`config.mk`:
```
export PLATFORM = sky130hd
export DESIGN_NAME = divider_32bit
export DESIGN_NICKNAME = d
export VERILOG_FILES = /design/src/rtl/divider_32bit.sv
export SDC_FILE = /design/constraint.sdc
export NUM_CORES = 1
export LEC_CHECK = 0
export ABC_AREA = 1
export CORE_ASPECT_RATIO = 0.5
export CORE_MARGIN = 3
export CORE_UTILIZATION = 25
export DETAILED_ROUTE_END_ITERATION = 8
export HOLD_SLACK_MARGIN = 0.02
export SETUP_SLACK_MARGIN = 0.2
export SYNTH_ARGS = -nofsm -noshare
export SYNTH_HDL_FRONTEND = slang
export SYNTH_SLANG_ARGS = --single-unit
```
`constraint.sdc`:
```
create_clock -name clk -period 3.49 [get_ports clk]
set_clock_uncertainty 0.2 [all_clocks]
set_input_delay 0.698 -clock clk [delete_from_list [all_inputs] [get_ports clk]]
set_output_delay 0.698 -clock clk [all_outputs]
set_load 0.005 [all_outputs]
```
`src/rtl/divider_32bit.sv`:
```
// Iterative restoring divider (DIV/DIVU/REM/REMU): one trial subtraction a + ~b + 1 per cycle.
// Optional build macro DIVIDER_EARLY_OUT_EN: divide-by-zero and signed overflow skip the iteration.
module divider_32bit #(
    parameter int WIDTH = 32
) (
    input  logic             clk,
    input  logic             rst,
    input  logic             in_valid,
    output logic             in_ready,
    input  logic [WIDTH-1:0] dividend,
    input  logic [WIDTH-1:0] divisor,
    input  logic             is_signed,
    output logic             out_valid,
    input  logic             out_ready,
    output logic [WIDTH-1:0] quotient,
    output logic [WIDTH-1:0] remainder
);
    localparam int CW = $clog2(WIDTH + 1);
    localparam int SW = WIDTH + 2;
    localparam logic [WIDTH-1:0] MIN_NEG = {1'b1, {(WIDTH-1){1'b0}}};

    typedef enum logic [1:0] {IDLE, CALC, DONE} state_t;

    state_t           r_state;
    state_t           w_next_state;
    logic [WIDTH-1:0] r_dvd_mag;
    logic [WIDTH-1:0] r_dvs_mag;
    logic [WIDTH-1:0] r_dvd_orig;
    logic [WIDTH-1:0] r_part_rem;
    logic [WIDTH-1:0] r_quot;
    logic [WIDTH-1:0] r_quotient;
    logic [WIDTH-1:0] r_remainder;
    logic             r_neg_q;
    logic             r_neg_r;
    logic             r_div_zero;
    logic             r_overflow;
    logic [CW-1:0]    r_count;

    logic             w_in_div_zero;
    logic             w_in_overflow;
    logic [WIDTH-1:0] w_dvd_mag_in;
    logic [WIDTH-1:0] w_dvs_mag_in;
    logic [WIDTH:0]   w_shift_rem;
    logic [SW-1:0]    w_sub;
    logic             w_no_borrow;
    logic [WIDTH-1:0] w_next_rem;
    logic [WIDTH-1:0] w_next_quot;
    logic [WIDTH-1:0] w_fin_q;
    logic [WIDTH-1:0] w_fin_r;
    logic             w_last;
    logic             w_unused;

    assign w_in_div_zero = (divisor == '0);
    assign w_in_overflow = is_signed && (dividend == MIN_NEG) && (divisor == '1);
    assign w_dvd_mag_in  = (is_signed && dividend[WIDTH-1]) ? (~dividend + WIDTH'(1)) : dividend;
    assign w_dvs_mag_in  = (is_signed && divisor[WIDTH-1])  ? (~divisor + WIDTH'(1))  : divisor;

`ifdef DIVIDER_EARLY_OUT_EN
    logic w_in_special;
    assign w_in_special = w_in_div_zero || w_in_overflow;
`endif

    // The kept remainder is always below the divisor, so WIDTH bits suffice between
    // steps; the shifted trial value needs WIDTH+1, and bit WIDTH+1 of w_sub is the no-borrow carry.
    assign w_shift_rem = {r_part_rem, r_dvd_mag[WIDTH-1]};
    assign w_sub       = {1'b0, w_shift_rem} + {1'b0, ~{1'b0, r_dvs_mag}} + SW'(1);
    assign w_no_borrow = w_sub[WIDTH+1];
    assign w_next_rem  = w_no_borrow ? w_sub[WIDTH-1:0] : w_shift_rem[WIDTH-1:0];
    assign w_next_quot = {r_quot[WIDTH-2:0], w_no_borrow};
    assign w_last      = (r_count == CW'(1));
    assign w_unused    = ^{w_sub[WIDTH], r_quot[WIDTH-1]};

    always_comb begin
        // NOTE: every always_comb output gets a default first so no path infers a latch.
        w_fin_q = r_neg_q ? (~w_next_quot + WIDTH'(1)) : w_next_quot;
        w_fin_r = r_neg_r ? (~w_next_rem + WIDTH'(1)) : w_next_rem;
        if (r_div_zero) begin
            w_fin_q = '1;
            w_fin_r = r_dvd_orig;
        end else if (r_overflow) begin
            w_fin_q = MIN_NEG;
            w_fin_r = '0;
        end
    end

    always_comb begin
        w_next_state = r_state;
        case (r_state)
            IDLE: begin
                if (in_valid) begin
`ifdef DIVIDER_EARLY_OUT_EN
                    w_next_state = w_in_special ? DONE : CALC;
`else
                    w_next_state = CALC;
`endif
                end
            end
            CALC:    if (w_last) w_next_state = DONE;
            DONE:    if (out_ready) w_next_state = IDLE;
            default: w_next_state = IDLE;
        endcase
    end

    always_ff @(posedge clk) begin
        if (rst) begin
            r_state     <= IDLE;
            r_count     <= '0;
            r_quotient  <= '0;
            r_remainder <= '0;
            r_dvd_mag   <= '0;
            r_dvs_mag   <= '0;
            r_dvd_orig  <= '0;
            r_part_rem  <= '0;
            r_quot      <= '0;
            r_neg_q     <= 1'b0;
            r_neg_r     <= 1'b0;
            r_div_zero  <= 1'b0;
            r_overflow  <= 1'b0;
        end else begin
            r_state <= w_next_state;
            case (r_state)
                IDLE: begin
                    if (in_valid) begin
                        r_dvd_mag  <= w_dvd_mag_in;
                        r_dvs_mag  <= w_dvs_mag_in;
                        r_dvd_orig <= dividend;
                        r_neg_q    <= is_signed && (dividend[WIDTH-1] ^ divisor[WIDTH-1]);
                        r_neg_r    <= is_signed && dividend[WIDTH-1];
                        r_div_zero <= w_in_div_zero;
                        r_overflow <= w_in_overflow;
                        r_part_rem <= '0;
                        r_quot     <= '0;
                        r_count    <= CW'(WIDTH);
`ifdef DIVIDER_EARLY_OUT_EN
                        if (w_in_special) begin
                            r_count     <= '0;
                            r_quotient  <= w_in_div_zero ? '1 : MIN_NEG;
                            r_remainder <= w_in_div_zero ? dividend : '0;
                        end
`endif
                    end
                end
                CALC: begin
                    r_part_rem <= w_next_rem;
                    r_quot     <= w_next_quot;
                    r_dvd_mag  <= {r_dvd_mag[WIDTH-2:0], 1'b0};
                    r_count    <= r_count - CW'(1);
                    if (w_last) begin
                        r_quotient  <= w_fin_q;
                        r_remainder <= w_fin_r;
                    end
                end
                default: ;
            endcase
        end
    end

    assign in_ready  = (r_state == IDLE);
    assign out_valid = (r_state == DONE);
    assign quotient  = r_quotient;
    assign remainder = r_remainder;

endmodule

```
After elaboration in Yosys (flattened, before gate mapping)
Index checks and enable logic that the tools add are counted.
W data, S select, Z words.
{"block": "word_totals", "latch_bits": 0, "memories": 0, "reg_bits": 235, "wordCells": 66, "ramBits": 0, "mem_bits_ro": 0}
{"block": "op_classes", "add_sub_neg": 7, "eq_ne": 8, "multipliers": 0, "reduce_logical": 12, "div_mod_pow": 0, "shift": 0, "n_bitwise": 6, "muxes": 20, "n_lt_le_gt_ge": 0}
{"cell": "$mux W32", "n": 11}
{"cell": "$add A32 B1 Y32 const B", "n": 4}
{"cell": "$not A32 Y32", "n": 4}
{"cell": "$pmux W32 S2", "n": 2}
{"cell": "$eq A32 B32 Y1 const B", "n": 2}
{"cell": "$pmux W31 S2", "n": 1}
{"cell": "$add A33 B33 Y34", "n": 1}
{"cell": "$add A34 B1 Y34 const B", "n": 1}
{"cell": "$not A32 Y33", "n": 1}
{"cell": "$logic_not A32 Y1", "n": 1}
{"cell": "$pmux W6 S2", "n": 1}
{"cell": "$eq A6 B1 Y1 const B", "n": 1}
{"cell": "$mux W2", "n": 3}
{"cell": "$mux W6", "n": 1}
{"cell": "$pmux W2 S3", "n": 1}
{"cell": "$reduce_and A2 Y1", "n": 3}
{"cell": "$sub A6 B1 Y6 const B", "n": 1}
{"cell": "$logic_and A1 B1 Y1", "n": 5}
{"cell": "$ne A2 B2 Y1 const B", "n": 2}
{"cell": "$reduce_and A3 Y1", "n": 1}
{"cell": "$eq A2 B1 Y1 const B", "n": 1}
{"cell": "$eq A2 B2 Y1 const B", "n": 1}
{"cell": "$logic_not A2 Y1", "n": 1}
{"cell": "$ne A2 B1 Y1 const B", "n": 1}
{"cell": "other kinds (2)", "n": 2}

Longest topological paths before layout
{"block": "logic_depth", "word_depth": 9, "mapped_depth": 32}

Worst setup path before layout
No wires, ideal clock.
{"block": "synth_path", "path_kind": "reg2reg", "from": "register r_dvs_mag[8]", "to": "register r_quotient[30], in the netlist quotient[30]", "t_required_ns": 3.220, "stages_incl_launch_ff": 33, "period_less_slack_ns": 3.716, "t_arrival_ns": 3.446, "slack_ns": -0.226, "cell_sequence": "dfxtp_1 > inv_1 > ha_1 > nand2_2 > inv_1 > nand2_1 > nand2_1 > inv_2 > nand3_2 > nand2_2 > nand2_2 > nand2_4 > nand2_4 > inv_2 > buf_2 > ha_1 > inv_1 > nor3_1 > nand2_1 > nor3_1 > nand3_1 > inv_2 > nand2_1 > nand2_1 > o21ai_1 > inv_1 > o21ai_1 > inv_1 > o21ai_1 > o21bai_1 > a21oi_1 > o21ai_1 > a21oi_1"}
{"block": "synth_between", "elab_chain_len": 8}
{"element": "start: declaration", "line": "27", "rtl": "logic [WIDTH-1:0] r_dvs_mag;"}
{"element": "start signal: assignment", "line": "125", "rtl": "r_dvs_mag <= w_dvs_mag_in;"}
{"element": "$not A32 Y33", "line": "66", "rtl": "assign w_sub = {1'b0, w_shift_rem} + {1'b0, ~{1'b0, r_dvs_mag}} + SW'(1);"}
{"element": "$add A33 B33 Y34", "line": "66"}
{"element": "$add A34 B1 Y34", "line": "66"}
{"element": "$not A32 Y32", "line": "75", "rtl": "w_fin_q = r_neg_q ? (~w_next_quot + WIDTH'(1)) : w_next_quot;"}
{"element": "$add A32 B1 Y32", "line": "75"}
{"element": "$mux W32", "line": "75"}
{"element": "$mux W32", "line": "80", "rtl": "end else if (r_overflow) begin"}
{"element": "$mux W32", "line": "77", "rtl": "if (r_div_zero) begin"}
{"element": "end signal: assignment", "line": "149", "rtl": "r_quotient <= w_fin_q;"}
{"element": "end: declaration", "line": "31", "rtl": "logic [WIDTH-1:0] r_quotient;"}
No other way between the ends.
A chain may end at the register's enable or synchronous reset.

Worst setup path after layout
{"block": "layout_path", "from": "register r_dvs_mag[22]", "to": "register r_quotient[22], in the netlist quotient[22]"}
The elaborated chain is that of the path after synthesis.

==> results.json <==
{
  "status": "finished, violations left",
  "failed_checks": "negative setup slack",
  "synth_cell_type_count": 55,
  "timing.rr.start": "r_dvs_mag[22]",
  "dpl_worst_slack_ns": -0.336,
  "criticalPathCategory": "flip-flop to flip-flop",
  "yosysTopAreaCell": "dfxtp_1",
  "startpoint": "r_dvs_mag[22]",
  "vias_per_cell": 4.80,
  "final_nets": 2777,
  "grt_usage": 0.172,
  "tightest_slew_ns": 0.879,
  "drive_above_1_share": 0.219,
  "rr_worst_depth": 27,
  "ys_seq_elements": 235,
  "io_pins": 135,
  "die_h_um": 180,
  "final_common_cell": "nand2_1",
  "syn_nets": 2500,
  "hp-start": "r_count[1]",
  "portBuffers": 134,
  "peakVddDrop_mv": 0.449,
  "syn-cell-area_um2": 15100,
  "start_util": 0.258,
  "fin_crit_ns": 3.51,
  "grt_max_degree": 97,
  "min_path_cells": 2,
  "cts_made_buffers": 26,
  "p_per_area_nw_per_um2": 696,
  "critPathMaxFanout": 3,
  "p_leak_uw": 0.00934,
  "grt_pass1_wl_um": 88600,
  "die_area_um2": 63400,
  "synth-edff-count": 0,
  "clk_pin_slew_worst_paths_ns": 0.07,
  "max_slew_margin": 0.413,
  "gp_routability_congestion": 0.907,
  "hold_viol_final": 0,
  "worstPathRequired_ns": 3.80,
  "drc": 0,
  "core_area_um2": 58400,
  "syn_inst": 2391,
  "synthSimpleGateAreaFrac": 0.331,
  "wl_um": 57600,
  "synth_area_leaders": "dfxtp_1 31%, nand2_1 15%, a21oi_1 7.8%",
  "finalMaxSlewViolations": 0,
  "wl_per_cell_um": 16.5,
  "design_area_um2": 20700,
  "rows": 62,
  "setup_viol": 3,
  "r2r_slack_ns": -0.02,
  "rsz0062_at_grt": "yes",
  "end_kind": "flip-flop",
  "antenna_cells": 0,
  "cts_tree": "done",
  "grt_overflow": 0,
  "cp.arrival_ns": 3.81,
  "hold_class": "flip-flop to flip-flop",
  "avgSynthCellArea_um2": 6.30,
  "synth_fa_ha_area_frac": 0.0337,
  "area_growth_pct": 37.5,
  "die_w_um": 353,
  "reg2reg_to": "quotient[22]",
  "post-dp-hpwl_um": 42700,
  "synth-compound-area-share": 0.182,
  "firstDrtPassIters": 5,
  "timing.final.crit_share": 1.00,
  "clock-root-buffer": "clkbuf_16",
  "yosysSeqAreaShare": 0.312,
  "clock-sinks": 235,
  "antenna_left": 0,
  "async_flop_share": 0,
  "cp-start-kind": "flip-flop",
  "grt_antenna_before_repair": 0,
  "grt_pass1_vias": 15700,
  "clock.fmax_ghz": 0.285,
  "place_area_um2": 18700,
  "synth_xor_area_frac": 0.0349,
  "clk_latency_ns": 0.58,
  "via_count": 16700,
  "cts.htree.levels": 1,
  "cts.path.max_buffers": 3,
  "synth_top_family_by_area": "simple AND/OR/NAND/NOR gates",
  "yosys_warnings": 0,
  "drtIter0Drc": 1364,
  "drv_cap": 0,
  "synth_flop_cell": "dfxtp_1",
  "layout_common_cells": "543 x nand2_1, 256 x inv_1, 225 x a21oi_1",
  "netlist.area_leader.share": 0.312,
  "min_to": "r_count[1]",
  "setup_ws_ns": -0.0152,
  "yosys-mux-area-fraction": 0
}
## cells by family (layout without fill, tap and decap cells)
logic type,after synthesis,in the layout
XOR/XNOR,60,60
adder cells (fa/ha/maj),40,40
flip-flops,235,235
buffers and inverters,405,699
AND/OR/NAND/NOR,1153,1153
AO/OA/AOI/OAI,498,498
## cell type report
type                       instances  area, µm²
clock buffer                      33        727
clock inverter                    12        168
fill                            6226      37700
inverter                         292       1110
multi-input combinational       1751       9800
sequential                       235       4760
tap                              800       1000
timing repair buffer             362       3140
## power by group
| part | internal (µW) | switching [µW] | total, µW | leakage (µW) |
|---|---|---|---|---|
| sequential | 2880 | 150 | 3030 | 0.00193 |
| combinational | 3370 | 5080 | 8450 | 0.00697 |
| clock | 1700 | 1230 | 2930 | 0.000445 |
## metrics by stage
step / util / hold slack [ns] / total power, µW / instances / TNS, ns
after floorplan: - / 0.241 / 7830 / 2391 / 0
after global placement: 0.320 / 0.250 / 10100 / 3397 / -0.829
after detailed placement: 0.320 / 0.256 / 10100 / 3397 / -0.986
after CTS: 0.341 / 0.267 / 13300 / 3464 / 0
after global routing: 0.355 / 0.281 / 15400 / 3485 / -1.31
final: 0.355 / 0.269 / 14400 / 3485 / -0.0319
## critical path, stage by stage (launching register included)
cell and delay, ns:
dfxtp_2 0.34, inv_4 0.04, ha_4 0.25, a21oi_4 0.16, nor2_2 0.06, nor2_2 0.12
nand2_4 0.08, a21oi_4 0.18, nand2_4 0.08, inv_4 0.08, ha_4 0.13, inv_2 0.05
nor3_4 0.18, nand2_2 0.10, nor3_4 0.20, nand3_2 0.10, inv_2 0.09, nand2_2 0.05
nand2_2 0.09, o21ai_2 0.06, inv_1 0.06, o21ai_2 0.05, buf_4 0.14, buf_4 0.12
buf_4 0.13, a21oi_1 0.10, o21ai_1 0.08, a21oi_1 0.12
## metal layers
| layer | GRT usage | routed length, µm |
|---|---|---|
| met1 | 0.230 | 26100 |
| met2 | 0.297 | 27500 |
| met3 | 0.0195 | 2880 |
| met4 | 0.0372 | 1110 |
| met5 | 0 | 0 |
## synth_stat cells, types with 3 or more instances
library cell and n:
inv_1 283, or2_2 17, nand3_1 159, a21oi_1 234
nor4_1 12, a31oi_1 13, dfxtp_1 235, nand3b_1 9
a21oi_2 5, and2_1 4, o221ai_1 6, nand2_1 604
buf_4 3, nand2_2 27, a22oi_1 17, xor2_1 38
o21bai_1 5, clkbuf_1 86, or2_1 5, o21ai_1 11
nand4_1 28, a221oi_1 8, nor2_1 221, nand2_4 5
nor3_1 35, o21ai_2 3, buf_1 15, nand3_2 3
inv_2 8, a211oi_1 10, buf_2 4, o211ai_1 10
ha_1 39, nor2_2 15, o21ai_0 167, xnor2_1 22
## worst max-delay path by stage
stage                     depth (start not counted)             to
after floorplan                                  27   quotient[30]
after global placement                           15  r_dvs_mag[24]
after detailed placement                         15  r_dvs_mag[24]
after CTS                                        26   quotient[30]
after global routing                             29   quotient[30]
final                                            27   quotient[22]
## sequential cells by signal, indices dropped and copies added, names as in the netlist
name and count:
r_dvd_mag 32, r_neg_q 1, r_part_rem 32, r_count 6, r_quot 31, remainder 32, quotient 32, r_dvd_orig 32
r_dvs_mag 32, r_state 2, r_overflow 1, r_div_zero 1, r_neg_r 1
## repair_timing
item	4_1_cts	5_1_grt
hold buffers	0	0
cloned	0	1
buffers inserted	22	20
setup endpoints to repair	36	48
pin swaps	18	54
gates resized for setup	35	192
Power figures use the tool's default switching activity.
